$ cat config.mk
export PLATFORM = sky130hd
export DESIGN_NAME = arp_resolve_ctrl
export DESIGN_NICKNAME = d
export VERILOG_FILES = /design/src/rtl/arp_resolve_ctrl.sv
export SDC_FILE = /design/constraint.sdc
export NUM_CORES = 1
export LEC_CHECK = 0
export CAP_MARGIN = 5
export CORE_MARGIN = 2
export CORE_UTILIZATION = 44
export DETAILED_ROUTE_END_ITERATION = 10
export GPL_TIMING_DRIVEN = 0
export PLACE_DENSITY = 0.92
export SYNTH_ARGS = -nofsm -noshare
export SYNTH_HDL_FRONTEND = slang
export SYNTH_SLANG_ARGS = --single-unit
export TNS_END_PERCENT = 5
$ cat constraint.sdc
create_clock -name i_clk -period 3.1 [get_ports i_clk]
set_input_delay 0.62 -clock i_clk [delete_from_list [all_inputs] [get_ports i_clk]]
set_output_delay 0.62 -clock i_clk [all_outputs]
set_load 0.02 [all_outputs]
$ cat src/rtl/arp_resolve_ctrl.sv
// IP->MAC resolution sequencer: ARP table lookup first, then active ARP requests
// with per-request reply timeout and bounded retries.
module arp_resolve_ctrl #(
   parameter int P_LOOKUP_TO = 16,
   parameter int P_REPLY_TO  = 125_000_000,
   parameter int P_RETRY     = 3,
   parameter int P_TIMER_W   = 32
) (
   input  logic        i_clk,
   input  logic        i_rst,
   input  logic [31:0] i_req_ip,
   input  logic        i_req_valid,
   output logic        o_req_busy,
   output logic [47:0] o_resolve_mac,
   output logic        o_resolve_valid,
   output logic        o_resolve_fail,
   output logic [31:0] o_seek_ip,
   output logic        o_seek_valid,
   input  logic [47:0] i_tab_mac,
   input  logic        i_tab_valid,
   output logic        o_arp_req,
   output logic [31:0] o_arp_dst_ip,
   input  logic        i_arp_tx_busy,
   input  logic [31:0] i_rx_ip,
   input  logic [47:0] i_rx_mac,
   input  logic        i_rx_valid
);

   localparam int RW = $clog2(P_RETRY + 1);
   localparam logic [P_TIMER_W-1:0] LOOKUP_END = P_TIMER_W'(P_LOOKUP_TO - 1);
   localparam logic [P_TIMER_W-1:0] REPLY_END  = P_TIMER_W'(P_REPLY_TO - 1);
   localparam logic [RW-1:0]        RETRY_MAX  = RW'(P_RETRY);

   typedef enum logic [2:0] {
      IDLE, SEEK, WAIT_TAB, ARP_REQ, WAIT_REPLY, DONE, FAIL
   } state_t;

   state_t                 state;
   logic [P_TIMER_W-1:0]   timer;
   logic [RW-1:0]          retry;
   logic                   rx_match;

   // o_arp_dst_ip doubles as the latched target for reply matching
   assign rx_match = i_rx_valid && (i_rx_ip == o_arp_dst_ip);

   always_ff @(posedge i_clk or negedge i_rst) begin
      if (!i_rst) begin
         state           <= IDLE;
         timer           <= '0;
         retry           <= '0;
         o_req_busy      <= 1'b0;
         o_resolve_mac   <= '0;
         o_resolve_valid <= 1'b0;
         o_resolve_fail  <= 1'b0;
         o_seek_ip       <= '0;
         o_seek_valid    <= 1'b0;
         o_arp_req       <= 1'b0;
         o_arp_dst_ip    <= '0;
      end else begin
         o_seek_valid    <= 1'b0;
         o_arp_req       <= 1'b0;
         o_resolve_valid <= 1'b0;
         o_resolve_fail  <= 1'b0;
         case (state)
            IDLE: begin
               if (i_req_valid) begin
                  o_seek_ip    <= i_req_ip;
                  o_arp_dst_ip <= i_req_ip;
                  retry        <= '0;
                  o_req_busy   <= 1'b1;
                  o_seek_valid <= 1'b1;
                  state        <= SEEK;
               end
            end
            SEEK: begin
               timer <= '0;
               state <= WAIT_TAB;
            end
            WAIT_TAB: begin
               if (rx_match) begin
                  o_resolve_mac   <= i_rx_mac;
                  o_resolve_valid <= 1'b1;
                  state           <= DONE;
               end else if (i_tab_valid && i_tab_mac != '0) begin
                  o_resolve_mac   <= i_tab_mac;
                  o_resolve_valid <= 1'b1;
                  state           <= DONE;
               end else if (i_tab_valid || timer == LOOKUP_END) begin
                  state <= ARP_REQ;
               end else begin
                  timer <= timer + P_TIMER_W'(1);
               end
            end
            ARP_REQ: begin
               if (rx_match) begin
                  o_resolve_mac   <= i_rx_mac;
                  o_resolve_valid <= 1'b1;
                  state           <= DONE;
               end else if (!i_arp_tx_busy) begin
                  o_arp_req <= 1'b1;
                  retry     <= retry + RW'(1);
                  timer     <= '0;
                  state     <= WAIT_REPLY;
               end
            end
            WAIT_REPLY: begin
               if (rx_match) begin
                  o_resolve_mac   <= i_rx_mac;
                  o_resolve_valid <= 1'b1;
                  state           <= DONE;
               end else if (timer == REPLY_END) begin
                  if (retry == RETRY_MAX) begin
                     o_resolve_fail <= 1'b1;
                     state          <= FAIL;
                  end else begin
                     state <= ARP_REQ;
                  end
               end else begin
                  timer <= timer + P_TIMER_W'(1);
               end
            end
            DONE, FAIL: begin
               o_req_busy <= 1'b0;
               state      <= IDLE;
            end
            default: state <= IDLE;
         endcase
      end
   end

endmodule

-- Yosys cells after proc, flatten, opt, wreduce, memory -nomap -nowiden
Index checks and enable logic that the tools add are counted.
- bitwise operators: 0
- $mul: 0
- equality and inequality tests: 23
- $lt $le $gt $ge: 0
- muxes and demuxes: 41
- reductions and logical operators: 17
- $add $sub $neg: 2
- divide/modulo/power cells: 0
- shift operators: 0
- operator list (kind ; count):
    $mux W32 ; 7
    $mux W48 ; 3
    $pmux W32 S4 ; 1
    $pmux W48 S2 ; 1
    $reduce_bool A48 Y1 ; 1
    $add A32 B1 Y32 const B ; 1
    $eq A32 B27 Y1 const B ; 1
    $eq A32 B32 Y1 ; 1
    $eq A32 B4 Y1 const B ; 1
    $mux W3 ; 9
    $ne A2 B2 Y1 const B ; 8
    $pmux W3 S5 ; 1
    $mux W1 ; 13
    $eq A3 B3 Y1 const B ; 3
    $ne A3 B3 Y1 const B ; 3
    $reduce_and A4 Y1 ; 2
    $reduce_and A8 Y1 ; 1
    $eq A3 B2 Y1 const B ; 2
    $mux W2 ; 3
    $reduce_bool A2 Y1 ; 3
    $ne A4 B4 Y1 const B ; 1
    $pmux W1 S2 ; 2
    $pmux W2 S2 ; 1
    $reduce_and A2 Y1 ; 2
    other kinds (10) ; 12
- register bits: 122
- ROM bits: 0
- memories kept: 0
- word-level logic and storage cells: 93
- memory bits (writable): 0
- input bits: 166
- output and inout port bits: 117
- latch bits: 0

-- Logic depth before layout (Yosys ltp)
- word-level depth: 6
- depth in mapped cells: 10
- depth with buffers taken out: 7

-- Least setup slack after synthesis
No wires, ideal clock.
- kind: input-to-reg
- start point: in i_rx_ip[19]
- end point: reg o_resolve_mac[10]
- arrival: 2.856 ns
- slack: 0.179 ns
- required time: 3.035 ns
- library setup time: 0.065 ns
- stages on the path: 9
- buffers on the path: 3
- path through: xor2_1 > or4_1 > or4_1 > or3_1 > buf_2 > o22ai_2 > buf_6 > buf_6 > o221a_2
- word-level cells in the longest chain between the ends: 4
- elaborated cells on any way between the ends: 7
- those cells by class: 3 x eq/ne; 2 x mux; 2 x reduce/logical
- RTL lines (what ; line ; source):
    start: declaration ; 24 ; input logic [31:0] i_rx_ip,
    $eq A32 B32 Y1 (*) ; 44 ; assign rx_match = i_rx_valid && (i_rx_ip == o_arp_dst_ip);
    $logic_and A1 B1 Y1 (*) ; 44 ;
    $ne A3 B3 Y1 (no line), or another cell as far along ; n/a ;
    $reduce_and A3 Y1 (no line) or $pmux W48 S2 (tied branches) ; n/a ;
    end signal: assignment ; 81 ; o_resolve_mac <= i_rx_mac;
    end signal: assignment ; 85 ; o_resolve_mac <= i_tab_mac;
    end signal: assignment ; 96 ; o_resolve_mac <= i_rx_mac;
    end: declaration ; 14 ; output logic [47:0] o_resolve_mac,
Mark *: on every way between the ends. The rest lies on a longest branch, timed or not.
A chain may end at the register's enable or synchronous reset.

-- Final worst setup path
- start point: in i_rx_ip[10]
- end point: reg o_resolve_mac[23]
Same word-level chain as after synthesis.

==> summary.log <==
qor: synth.synth_cell_type_count 55
qor: timing.finalWorstPathRequiredPeriod 3.12 ns
qor: worst_setup_path.startpoint i_rx_ip[10]
qor: timing.timing.slew.headroom 33.7%
qor: floorplanning.num_rows 45
qor: power.seq_power_share 26.6%
qor: worst_setup_path.critPathArrivalTime 3.43 ns
qor: cts.clk_pin_slew_worst_paths 0.06 ns
qor: worst_setup_path.critical_path.slowest_cell sky130_fd_sc_hd__or4_1
qor: cts.numCtsBuffers 17
qor: power.power_frac_clock 20.6%
qor: synth.postSynthNetCount 813
qor: timing.setup_tns -0.0355 ns
qor: power.share_comb_of_total_power 52.8%
qor: timing.worst_pin_slew 0.986 ns
qor: worst_setup_path.critical_path_class primary input to flop
qor: timing.final_worst_setup_slack -0.0229 ns
qor: floorplanning.die_y 128 um
qor: place.post-dp-hpwl 18.2 mm
qor: cts.number_of_clock_sinks 122
qor: grt.grt_max_degree 81
qor: synth.mappedNetlistArea 0.00677 mm2
qor: timing.timing.fmax 0.320 GHz
qor: grt.use_met3 8.51%
qor: floorplanning.fp.dieArea 0.0164 mm2
qor: synth.synth-edff-count 0
qor: power.cellLeakagePower 4.18 nW
qor: synth.syn_area_per_cell 10.5 um2
qor: power.p_int 6.35 mW
qor: worst_setup_path.total_number_of_cells_along_the_worst_setup_path 9
qor: grt.overflow 0
qor: cells_and_area.mostFrequentLayoutCell sky130_fd_sc_hd__clkdlybuf4s50_1
qor: worst_setup_path.slowest_delay 0.64 ns
qor: cells_and_area.layout-drive-gt1-share 24.6%
qor: cts.cts_root_buffer sky130_fd_sc_hd__clkbuf_16
qor: floorplanning.floorplan.io_pins 283
qor: grt.wire_length_of_the_first_global_routing_pass 39.0 mm
qor: detailed_routing.drt-wirelength-per-cell 22.5 um
qor: detailed_routing.detail_route.drc_violations 0
qor: floorplanning.initial_utilization 44.7%
qor: flow_run.cap_viol_max_count 0
qor: detailed_routing.first_iter_violations 680
qor: cts.clock_latency_late_sink 0.43 ns
qor: worst_setup_path.worst_reg_to_reg_path_cell_count 9
qor: timing.unrepaired_setup_endpoints_after_global_routing true
qor: cts.cts-hold-fix-buffers 0
qor: synth.ys_seq_area_share 45.1%
qor: detailed_routing.route.final.wire_length 25.9 mm
qor: cts.cts_max_path_buffers 2
qor: grt.global_route.peak_usage_layer met2
qor: grt.antenna_found_initial 0
qor: power.post-layout-total-power 10.4 mW
qor: power.power_switching_share 39.2%
qor: cells_and_area.register_area 0.00305 mm2
qor: synth.ys_seq_elements 122
qor: cells_and_area.final.fill_count 1021
qor: worst_setup_path.worstPathCellList clkdlybuf4s50_1 > xor2_1 > or4_1 > nor4_4 > nand4b_1 > clkbuf_4 > clkbuf_1 > or2_2 > o221a_2
qor: worst_setup_path.timing.critical_path.max_delay_family simple AND/OR/NAND/NOR gates
qor: place.portBuffers 282
qor: detailed_routing.final_antenna_net_count 0
qor: synth.ys.warnings.count 0
qor: cells_and_area.antenna_cells_inserted 0
qor: power.net-switching-power 4.10 mW
qor: timing.finalSetupViolations 3
qor: cells_and_area.final_cell_mix sky130_fd_sc_hd__clkdlybuf4s50_1, sky130_fd_sc_hd__dfrtp_1, sky130_fd_sc_hd__or2_2, sky130_fd_sc_hd__o221a_2, sky130_fd_sc_hd__buf_4
qor: detailed_routing.detail_route.first_pass.iterations 5
qor: power.cellPowerDensity 975 mW/mm2
qor: timing.finalMaxSlewViolations 0
qor: cells_and_area.multiInputGateArea 0.00336 mm2
qor: floorplanning.core 0.0151 mm2
qor: floorplanning.die_x 128 um
qor: worst_setup_path.worstReg2RegStart o_arp_dst_ip[29]
qor: cts.number_of_h_tree_branching_levels 4
qor: place.routabilityCongestion 0.966
qor: worst_hold_path.min_path_type primary input to asynchronous set/reset pin
qor: timing.post-route-period-util 101%
qor: worst_setup_path.setup.worst_path.end_class flop
qor: detailed_routing.mean_number_of_vias_per_cell 6.12
qor: cells_and_area.postLayoutCoreUtil 70.7%
qor: worst_setup_path.data_required_critical_path 3.41 ns
qor: status.violations negative setup slack
qor: worst_setup_path.timing.critical_path.from_type primary input
qor: timing.timing.clock.skew 0.00923 ns
qor: cells_and_area.finalNetCount 1118
qor: grt.first_global_vias 7006
qor: synth.dominantRegCellSynth sky130_fd_sc_hd__dfrtp_1
qor: cells_and_area.syn2layout_area_growth 58.1%
qor: worst_setup_path.cp.buffers_inverters 3
qor: synth.post_synth_inst_count 645
qor: timing.hold_violations 0
qor: detailed_routing.num_vias 7043
qor: cts.cts_tree done
qor: grt.grt.met2_usage 53.3%
qor: worst_setup_path.worst-path-max-fanout 10
qor: power.ir_worst_vdd 0.782 mV
qor: grt.grt_util_all_layers 30.9%
qor: synth.share_of_synthesized_registers_carrying_an_async_set_or_reset 100%
qor: grt.grtUsageMet1 36.2%
qor: status.run_status finished, violations left
power groups by stage:
stage | logic [mW] | registers, mW | clock network [mW]
final | 5.52 | 2.78 | 2.15
after floorplan | 2.30 | 3.28 | 0
after global routing | 5.77 | 2.85 | 2.24
after global placement | 5.19 | 2.70 | 0
after CTS | 5.41 | 2.74 | 2.15
after detailed placement | 5.30 | 2.74 | 0
state kept, by name, indices dropped and copies added (netlist names):
register,cells
state,3
timer,32
o_resolve_mac,48
o_arp_dst_ip,32
retry,2
o_resolve_valid,1
o_seek_valid,1
o_arp_req,1
o_resolve_fail,1
o_req_busy,1
worst paths after layout:
| kind | endpoint | slack (ns) |
|---|---|---|
| setup / recovery | o_resolve_mac[23] | -0.02 |
| hold / removal | o_resolve_mac[34] | 0.12 |
| setup reg to reg | o_resolve_mac[8] | 0 |
| hold reg to reg | timer[29] | 0.52 |
| max in group asynchronous | o_arp_dst_ip[29] | 2.22 |
| min in group i_clk | timer[29] | 0.52 |
cell type report:
| class | instances | share of cell area, % |
|---|---|---|
| Clock inverter | 11 | 1.57 |
| Tap cell | 188 | 2.20 |
| Clock buffer | 21 | 4.30 |
| Multi-Input combinational cell | 436 | 31.4 |
| Buffer | 76 | 4.42 |
| Timing Repair Buffer | 288 | 27.3 |
| Sequential cell | 122 | 28.5 |
| Inverter | 9 | 0.315 |
cells in the mapped netlist, types with 4 or more instances:
cell	number	area [um2]
sky130_fd_sc_hd__o211ai_1	4	30.0
sky130_fd_sc_hd__mux2_2	33	372
sky130_fd_sc_hd__and3_1	10	62.6
sky130_fd_sc_hd__or3_1	6	37.5
sky130_fd_sc_hd__or4_1	8	60.1
sky130_fd_sc_hd__o41ai_1	32	280
sky130_fd_sc_hd__a31oi_1	10	62.6
sky130_fd_sc_hd__clkbuf_1	30	113
sky130_fd_sc_hd__nor2b_1	5	31.3
sky130_fd_sc_hd__nand2b_1	4	25.0
sky130_fd_sc_hd__and2_1	5	31.3
sky130_fd_sc_hd__buf_2	11	55.1
sky130_fd_sc_hd__o221a_2	48	541
sky130_fd_sc_hd__dfrtp_1	122	3050
sky130_fd_sc_hd__nand4_1	14	87.6
sky130_fd_sc_hd__nand2_1	24	90.1
sky130_fd_sc_hd__xnor2_1	19	166
sky130_fd_sc_hd__nand3_1	19	95.1
sky130_fd_sc_hd__nor2_1	27	101
sky130_fd_sc_hd__or2_2	48	300
sky130_fd_sc_hd__buf_4	32	240
sky130_fd_sc_hd__nor3_1	9	45.0
sky130_fd_sc_hd__xor2_1	16	140
sky130_fd_sc_hd__nor4_1	23	144
sky130_fd_sc_hd__o31ai_1	19	143
sky130_fd_sc_hd__o21ai_0	11	55.1
sky130_fd_sc_hd__a21oi_1	8	40.0
sky130_fd_sc_hd__inv_1	9	33.8
timing repair:
action                     4_1_cts  5_1_grt
pin swaps                        3        6
gates resized for setup         22       28
gates cloned                     0        1
setup endpoints to repair       74       77
buffers inserted                 1        3
metrics by stage:
stage          instances  instance area (um2)  setup WS [ns]  hold slack, ns
2_1_floorplan        645                 6770          0.179           0.324
3_3_place_gp        1115                 9830          -3.54           0.503
5_1_grt             1151                10700        -0.0707           0.147
6_report            1151                10700        -0.0229           0.122
3_5_place_dp        1116                 9860         -0.672           0.504
4_1_cts             1149                10600      -0.000546           0.118
logic make-up after synthesis:
kind of cell             count (synthesis)  share of synthesized area [%]
multiplexers                            34                           5.63
AO/OA/AOI/OAI                          151                           19.4
adder cells (fa/ha/maj)                  2                          0.369
XOR/XNOR                                35                           4.53
flip-flops                             122                           45.1
buffers and inverters                   87                           7.02
AND/OR/NAND/NOR                        214                           18.0
per-layer routing:
layer | vias to the layer above | routed length, um
met2 | 421 | 13100
met1 | 3462 | 9520
met4 | 0 | 1120
met5 | - | 0
li1 | 3065 | -
met3 | 95 | 2210
(Power assumes the default switching activity.)
